[src/rtl/mips_pkg.sv]
// Shared MIPS front-end definitions: next-PC select encodings, boot address
// and the fetch-unit state encoding.
package mips_pkg;

    localparam logic [2:0] NPC_SEQ = 3'b000;
    localparam logic [2:0] NPC_BEQ = 3'b001;
    localparam logic [2:0] NPC_JAL = 3'b010;
    localparam logic [2:0] NPC_J   = 3'b011;
    localparam logic [2:0] NPC_JR  = 3'b100;

    localparam logic [31:0] PC_RESET_DEFAULT = 32'h0000_3000;

    typedef enum logic [1:0] {
        IDLE  = 2'd0,
        FETCH = 2'd1,
        READY = 2'd2
    } ifu_state_e;

endpackage

[src/rtl/npc.sv]
// Combinational next-PC generator: sequential, beq, jal/j and jr targets.
module npc
    import mips_pkg::*;
(
    input  logic [31:0] pc,
    input  logic [2:0]  npc_sel,
    input  logic        zero,
    input  logic [15:0] imm16,
    input  logic [25:0] imm26,
    input  logic [31:0] rs_data,
    output logic [31:0] pc_plus4,
    output logic [31:0] next_pc
);

    assign pc_plus4 = pc + 32'd4;

    // Unused encodings (101..111) fall through to sequential flow.
    always_comb begin
        next_pc = pc_plus4;
        case (npc_sel)
            NPC_BEQ: if (zero) next_pc = pc_plus4 + {{14{imm16[15]}}, imm16, 2'b00};
            NPC_JAL,
            NPC_J:   next_pc = {pc_plus4[31:28], imm26, 2'b00};
            NPC_JR:  next_pc = rs_data & 32'hFFFF_FFFC;
            default: next_pc = pc_plus4;
        endcase
    end

endmodule

[src/rtl/ifu.sv]
// Instruction fetch unit: holds pc, issues one fetch at a time and keeps the
// fetched word until the core retires it, then moves pc to the next-PC value.
module ifu
    import mips_pkg::*;
#(
    parameter logic [31:0] PC_RESET = PC_RESET_DEFAULT
) (
    input  logic        clk,
    input  logic        rst,
    input  logic [2:0]  npc_sel,
    input  logic        zero,
    input  logic [15:0] imm16,
    input  logic [25:0] imm26,
    input  logic [31:0] rs_data,
    input  logic        advance,
    output logic        imem_req,
    output logic [31:0] imem_addr,
    input  logic        imem_ack,
    input  logic [31:0] imem_rdata,
    output logic [31:0] instr,
    output logic        instr_valid,
    output logic [31:0] pc,
    output logic [31:0] pc_plus4
);

    ifu_state_e  state_q, state_d;
    logic [31:0] pc_q, pc_d;
    logic [31:0] instr_q, instr_d;
    logic        instr_valid_q, instr_valid_d;
    logic        imem_req_q, imem_req_d;
    logic [31:0] next_pc;

    npc u_npc (
        .pc       (pc_q),
        .npc_sel  (npc_sel),
        .zero     (zero),
        .imm16    (imm16),
        .imm26    (imm26),
        .rs_data  (rs_data),
        .pc_plus4 (pc_plus4),
        .next_pc  (next_pc)
    );

    // Each state only listens to its own event, so a stray ack in READY or an
    // early advance in FETCH has no effect.
    always_comb begin
        state_d       = state_q;
        pc_d          = pc_q;
        instr_d       = instr_q;
        instr_valid_d = instr_valid_q;
        case (state_q)
            IDLE:  state_d = FETCH;
            FETCH: begin
                if (imem_ack) begin
                    instr_d       = imem_rdata;
                    instr_valid_d = 1'b1;
                    state_d       = READY;
                end
            end
            READY: begin
                if (advance) begin
                    pc_d          = next_pc;
                    instr_valid_d = 1'b0;
                    state_d       = FETCH;
                end
            end
            default: state_d = IDLE;
        endcase
        // Request is registered from the next state so it tracks FETCH exactly.
        imem_req_d = (state_d == FETCH);
    end

    always_ff @(posedge clk) begin
        if (rst) begin
            state_q       <= IDLE;
            pc_q          <= PC_RESET;
            instr_q       <= 32'd0;
            instr_valid_q <= 1'b0;
            imem_req_q    <= 1'b0;
        end else begin
            state_q       <= state_d;
            pc_q          <= pc_d;
            instr_q       <= instr_d;
            instr_valid_q <= instr_valid_d;
            imem_req_q    <= imem_req_d;
        end
    end

    assign pc          = pc_q;
    assign imem_addr   = pc_q;
    assign instr       = instr_q;
    assign instr_valid = instr_valid_q;
    assign imem_req    = imem_req_q;

endmodule

[config.mk]
export PLATFORM = sky130hd
export DESIGN_NAME = ifu
export DESIGN_NICKNAME = d
export VERILOG_FILES = /design/src/rtl/mips_pkg.sv /design/src/rtl/npc.sv /design/src/rtl/ifu.sv
export SDC_FILE = /design/constraint.sdc
export NUM_CORES = 1
export LEC_CHECK = 0
export CAP_MARGIN = 20
export CORE_AREA = 3 3 132 134
export DETAILED_ROUTE_END_ITERATION = 16
export DIE_AREA = 0 0 135 137
export DONT_BUFFER_PORTS = 1
export HOLD_SLACK_MARGIN = 0.06
export PLACE_DENSITY = 0.47
export SYNTH_ARGS = -nofsm -noshare
export SYNTH_HDL_FRONTEND = slang
export SYNTH_HIERARCHICAL = 1
export SYNTH_SLANG_ARGS = --single-unit
[constraint.sdc]
create_clock -name clk -period 3.7 [get_ports clk]
set_input_delay 0.74 -clock clk [delete_from_list [all_inputs] [get_ports clk]]
set_output_delay 0.74 -clock clk [all_outputs]
set_load 0.02 [all_outputs]
Word-level counts from Yosys, hierarchy flattened. Index checks and enable logic that the tools add are counted.

Bitwise logic cells: 0. Multipliers: 0. Reduce and logical (&&, ||, !) cells: 6. Div/mod/pow operators: 0. Add/sub/neg operators: 2. Magnitude comparators: 0. Equal/unequal tests: 9. Multiplexer cells: 8. Shift-type cells: 0.

Operators by type and width (count): 32-bit one-hot mux with 3 select lines (1); 32-bit by 3-bit adder with 32-bit output, second input constant (1); 32-bit adder (1); 32-bit 2-to-1 mux (1); 3-bit by 2-bit equality test with 1-bit output, second input constant (2); 2-bit one-hot mux with 3 select lines (1); 2-bit by 1-bit equality test with 1-bit output, second input constant (2); 2-bit 2-to-1 mux (2); 2-bit != test, second input constant (2); 2-bit AND reduction (2); 3-bit by 1-bit equality test with 1-bit output, second input constant (1); 3-bit equality test, second input constant (1); 3-bit AND reduction (1); 2-bit equality test, second input constant (1); 2-bit zero test (1); 1-bit 2-to-1 mux (2); 1-bit one-hot mux with 2 select lines (1); 2-bit nonzero test (1); 2-bit OR reduction (1).

Output and inout bits: 130. Bits in read-only memories: 0. Bits in latches: 0. Memory bits (writable): 0. Bits of input ports: 114. Memories: 0. Logic and storage cells: 30. Flip-flop bits (word level): 68.

Longest topological paths before layout.
Word-level depth: 4. Mapped depth: 18. Depth with buffers taken out: 18.

Hierarchy. The synthesis kept the hierarchy.

By module, submodules not included: npc (area each 2979.1 um2, times used 1, sequential area each 0.0 um2, cells an instance 416); ifu (area each 2688.8 um2, times used 1, sequential area each 1361.3 um2, cells an instance 329).

Least setup slack after synthesis. No wires, ideal clock.

Kind: register -> register. Start: reg pc_q[4] (netlist: imem_addr[4]). End: reg pc_q[31] (netlist: imem_addr[31]). Setup time: 71 ps. Data required time: 3629 ps. Buffers on the path: 1. Slack: -96 ps. Arrival time: 3725 ps. Cell stages (with the launch flop): 18. Period minus slack after synthesis: 3796 ps. Path through: dfxtp_1 and4_1 and4_1 buf_4 nand3_1 nor2_2 nand2_1 xnor2_1 ha_1 inv_1 o21ai_0 a21o_1 or3_1 mux2i_1 nor3_1 nor4b_2 nand2_1 a21oi_1.

Word-level cells in the longest chain between the ends: 4.

RTL lines: start: declaration (RTL line ifu.sv:27) `logic [31:0] pc_q, pc_d;`; start signal: assignment (RTL line ifu.sv:82) `pc_q <= pc_d;`; 32-bit by 3-bit adder with 32-bit output (RTL line npc.sv:15) `assign pc_plus4 = pc + 32'd4;`; named net pc_plus4[29] (RTL line ifu.sv:23) `output logic [31:0] pc_plus4`; 32-bit adder (RTL line npc.sv:21) `NPC_BEQ: if (zero) next_pc = pc_plus4 + {{14{imm16[15]}}, imm16, 2'b00};`; 32-bit 2-to-1 mux (RTL line npc.sv:21); 32-bit one-hot mux with 3 select lines (RTL line npc.sv:20) `case (npc_sel)`; named net next_pc[31] (RTL line ifu.sv:31) `logic [31:0] next_pc;`.

The timed path passes the listed nets, and every way through them passes these cells. A chain may end at the register's enable or synchronous reset.

Worst setup path in the final report.
Start: reg pc_q[4] (netlist: imem_addr[4]). End: reg pc_q[31] (netlist: imem_addr[31]).

Word-level cells in the longest chain between the ends: 4.

RTL lines (RTL line): 32-bit by 3-bit adder with 32-bit output (*) (npc.sv:15); 32-bit adder (npc.sv:21); 32-bit 2-to-1 mux (npc.sv:21); 32-bit one-hot mux with 3 select lines (*) (npc.sv:20); named net next_pc[31] (ifu.sv:31).

Mark *: on every way through the listed nets, which the timed path passes. The rest lies on a longest branch.

==> flow_summary.ini <==
[outcome]
status = completed

[finish]
area_delta_synth_final_pct = 17.1
layout.cells.non_filler = 1000
drive_gt1_share_pct = 21.5
diodes = 0
layout_commonest_cell = nand2_1
fin_util_pct = 40.5
final_cell_mix = nand2_1, buf_4, a21oi_1, dfxtp_1, o21ai_0
design_area_mm2 = 0.00664
final_nets = 924

[timing]
slew_viol_final = 0
clock_skew_ns = 0.0103
finalHoldViolCount = 0
setup_tns_ns = 0
fin_crit_ns = 3.53
min_period_over_period_pct = 95.5
fin_ws_ns = 0.168
rsz0062_at_grt = true
max_freq_mhz = 283
finalSetupViolCount = 0
slew_headroom_pct = 43.8
tightest_slew_ns = 0.844

[critical_path]
ff2ff_path_depth = 17
crit_path_max_incr_delay_ns = 0.37
critPathCaptureType = flop
reg2reg_slack_ns = 0.17
cp_cell_sequence = and4_4 > and3_4 > nand4_1 > xnor2_2 > ha_1 > a21oi_2 > o21a_1 > o21ai_0 > a21oi_2 > o41ai_4 > buf_4 > a21oi_1 > mux2i_1 > nor3_1 > nor4b_2 > nand2_1 > a21oi_1
worst-endpoint-required_ns = 3.97
crit_fanout = 4
critPathLaunchType = flop
cp-startpoint = imem_addr[4]$_SDFFE_PP0P_
cp.arrival_ns = 3.81
worst_r2r_startpoint = imem_addr[4]$_SDFFE_PP0P_
rr_endpoint = imem_addr[31]$_SDFFE_PP0P_
critPathKind = flop to flop
slowest_stage = ha_1

[global_route]
gr-usage-met3_pct = 5.77
grt_util_all_layers_pct = 19.1
met2_usage_pct = 31.8
grt.busiest_layer = met2
grt_use_met1_pct = 23.7
grt_remaining_overflow = 0
antenna_found_initial = 0
grt_max_degree = 71
grt_pass1_wl_um = 28200
grt_pass1_vias = 5381

[floorplanning]
fp.dieW_um = 135
core_area_mm2 = 0.0164
row_count = 47
io_pins = 244
die_area_mm2 = 0.0185
start_util_pct = 34.5
die_h_um = 137

[synthesis]
synth_compound_area_share_pct = 27.9
syn_area_per_cell_um2 = 7.61
synth_xor_area_share_pct = 8.48
synth_top_family_by_area = compound AO/OA/AOI/OAI gates
synth_fp_nets = 894
synth_seq_cells = 68
synth_cell_type_count = 70
async_reset_ff_share_pct = 0
syn_area_mm2 = 0.00567
synthFlopType = dfxtp_1
synth_warnings = 6
synth_edf_count = 0
synthAdderAreaFrac_pct = 7.86
muxShareOfSynthArea_pct = 0.905
post_synth_inst_count = 745
seq_area_frac_synth_pct = 24.0
synthSimpleGateAreaFrac_pct = 21.5

[clock_tree]
clk_root_buffer_cell = clkbuf_16
numCtsBuffers = 9
insertion_delay_ns = 0.34
holdBufCountCts = 0
cts_tree = done
cts.clk_slew.worst_paths_ns = 0.07
clk_path_buf_depth = 2
ctsHtreeMaxLevel = 3
cts.sinks = 68

[job]
maxCapViolations = 0

[place]
place_inst = 981
place_area_mm2 = 0.00619
hpwl_um = 14100
gp_congestion = 0.886
dpl_worst_slack_ns = 0.0326
port_buffers = 0

[worst_hold_path]
min_path_cells = 1
whs_endpoint = instr[12]$_SDFFE_PP0P_
min_path_type = input pin to flop
hp-start = rst

[routing]
wl_um = 18400
drtIter0Drc = 385
drc_errors = 0
routed_via_density = 5.47
vias = 5469
avgRoutedWirePerCell_um = 18.4
drtPass1Iterations = 7
antenna_left = 0

[power]
p_leak_nw = 2.68
p_per_area_mw_per_mm2 = 305
irDropWorstVdd_v = 0.000180
[state kept, by name, indices dropped and copies added, names as in the netlist]
register	cells
instr_valid	1
imem_req	1
instr	32
state_q	2
imem_addr	32
[final cells by class]
| type | count | area (µm²) |
|---|---|---|
| clock buffer | 9 | 225 |
| clock inverter | 7 | 80.1 |
| fill | 1718 | 9770 |
| inverter | 19 | 71.3 |
| multi-input combinational | 587 | 3940 |
| sequential | 68 | 1360 |
| tap | 220 | 275 |
| timing repair buffer | 90 | 683 |
[metal layers]
layer	vias up	wire, µm
met4	0	345
met1	2570	7780
met3	27	1290
li1	2687	-
met2	185	8960
met5	-	0
[through the flow]
step / hold slack [ns] / power (mW)
after floorplan: 0.506 / 1.08
after global placement: 0.532 / 1.13
after detailed placement: 0.543 / 1.14
after CTS: 0.441 / 2.06
after global routing: 0.435 / 2.14
final: 0.464 / 2.03
[worst max path at each step]
stage	depth (start not counted)	slack (ns)	to
after floorplan	16	-0.03	imem_addr[31]$_SDFFE_PP0P_
after global placement	17	-0.007	imem_addr[31]$_SDFFE_PP0P_
after detailed placement	17	0.03	imem_addr[31]$_SDFFE_PP0P_
after CTS	17	0.01	imem_addr[31]$_SDFFE_PP0P_
after global routing	17	-0.06	imem_addr[31]$_SDFFE_PP0P_
final	17	0.17	imem_addr[31]$_SDFFE_PP0P_
[synthesized netlist by cell type (all sizes together), types with 5 or more instances]
| library cell | count | area share (%) |
|---|---|---|
| buf | 51 | 6.7 |
| nand2 | 152 | 10 |
| ha | 34 | 7.5 |
| xnor2 | 36 | 5.7 |
| and3 | 8 | 0.99 |
| nor2 | 32 | 2.3 |
| o21ai | 35 | 3.2 |
| o22a | 17 | 2.6 |
| and4 | 6 | 0.93 |
| nand2b | 5 | 0.55 |
| o21a | 20 | 2.6 |
| nand4 | 7 | 0.77 |
| a222oi | 17 | 3.0 |
| dfxtp | 68 | 24 |
| nand3 | 15 | 1.5 |
| inv | 19 | 1.3 |
| clkbuf | 20 | 1.4 |
| a21oi | 97 | 9.6 |
| a21o | 16 | 2.1 |
| xor2 | 18 | 2.8 |
| nor2b | 7 | 0.77 |
| nor3 | 9 | 0.79 |
[worst max-delay path, delay by kind of cell, from the launching register on]
kind / cells / cell delay [ns]
adders and majority gates: 1 / 0.37
DFF: 1 / 0.34
and+or+nand+nor: 6 / 1.08
muxes: 1 / 0.27
AOI/OAI and AO/OA: 7 / 1.06
xor gates and xnor gates: 1 / 0.18
buffers and inverters: 1 / 0.16
[report_power, final]
part / total (mW) / leakage [nW] / switching, mW / internal, mW
logic: 0.333 / 1.98 / 0.188 / 0.146
clock network: 0.897 / 0.143 / 0.366 / 0.532
registers: 0.796 / 0.553 / 0.0410 / 0.755
[cell families (layout without fill, tap and decap cells)]
logic type	Yosys count	after routing
buffers and inverters	90	125
XOR/XNOR	54	54
AO/OA/AOI/OAI	232	232
multiplexers	5	5
adder cells (fa/ha/maj)	35	35
flip-flops	68	68
AND/OR/NAND/NOR	261	261
[repair_timing]
item                                    in CTS  in global routing
gates resized for setup                      0                 28
hold endpoints to repair                     0                  0
buffers inserted                             0                  2
endpoints found under the setup margin       0                 12
Note: power is estimated with default switching activity, not from simulation.
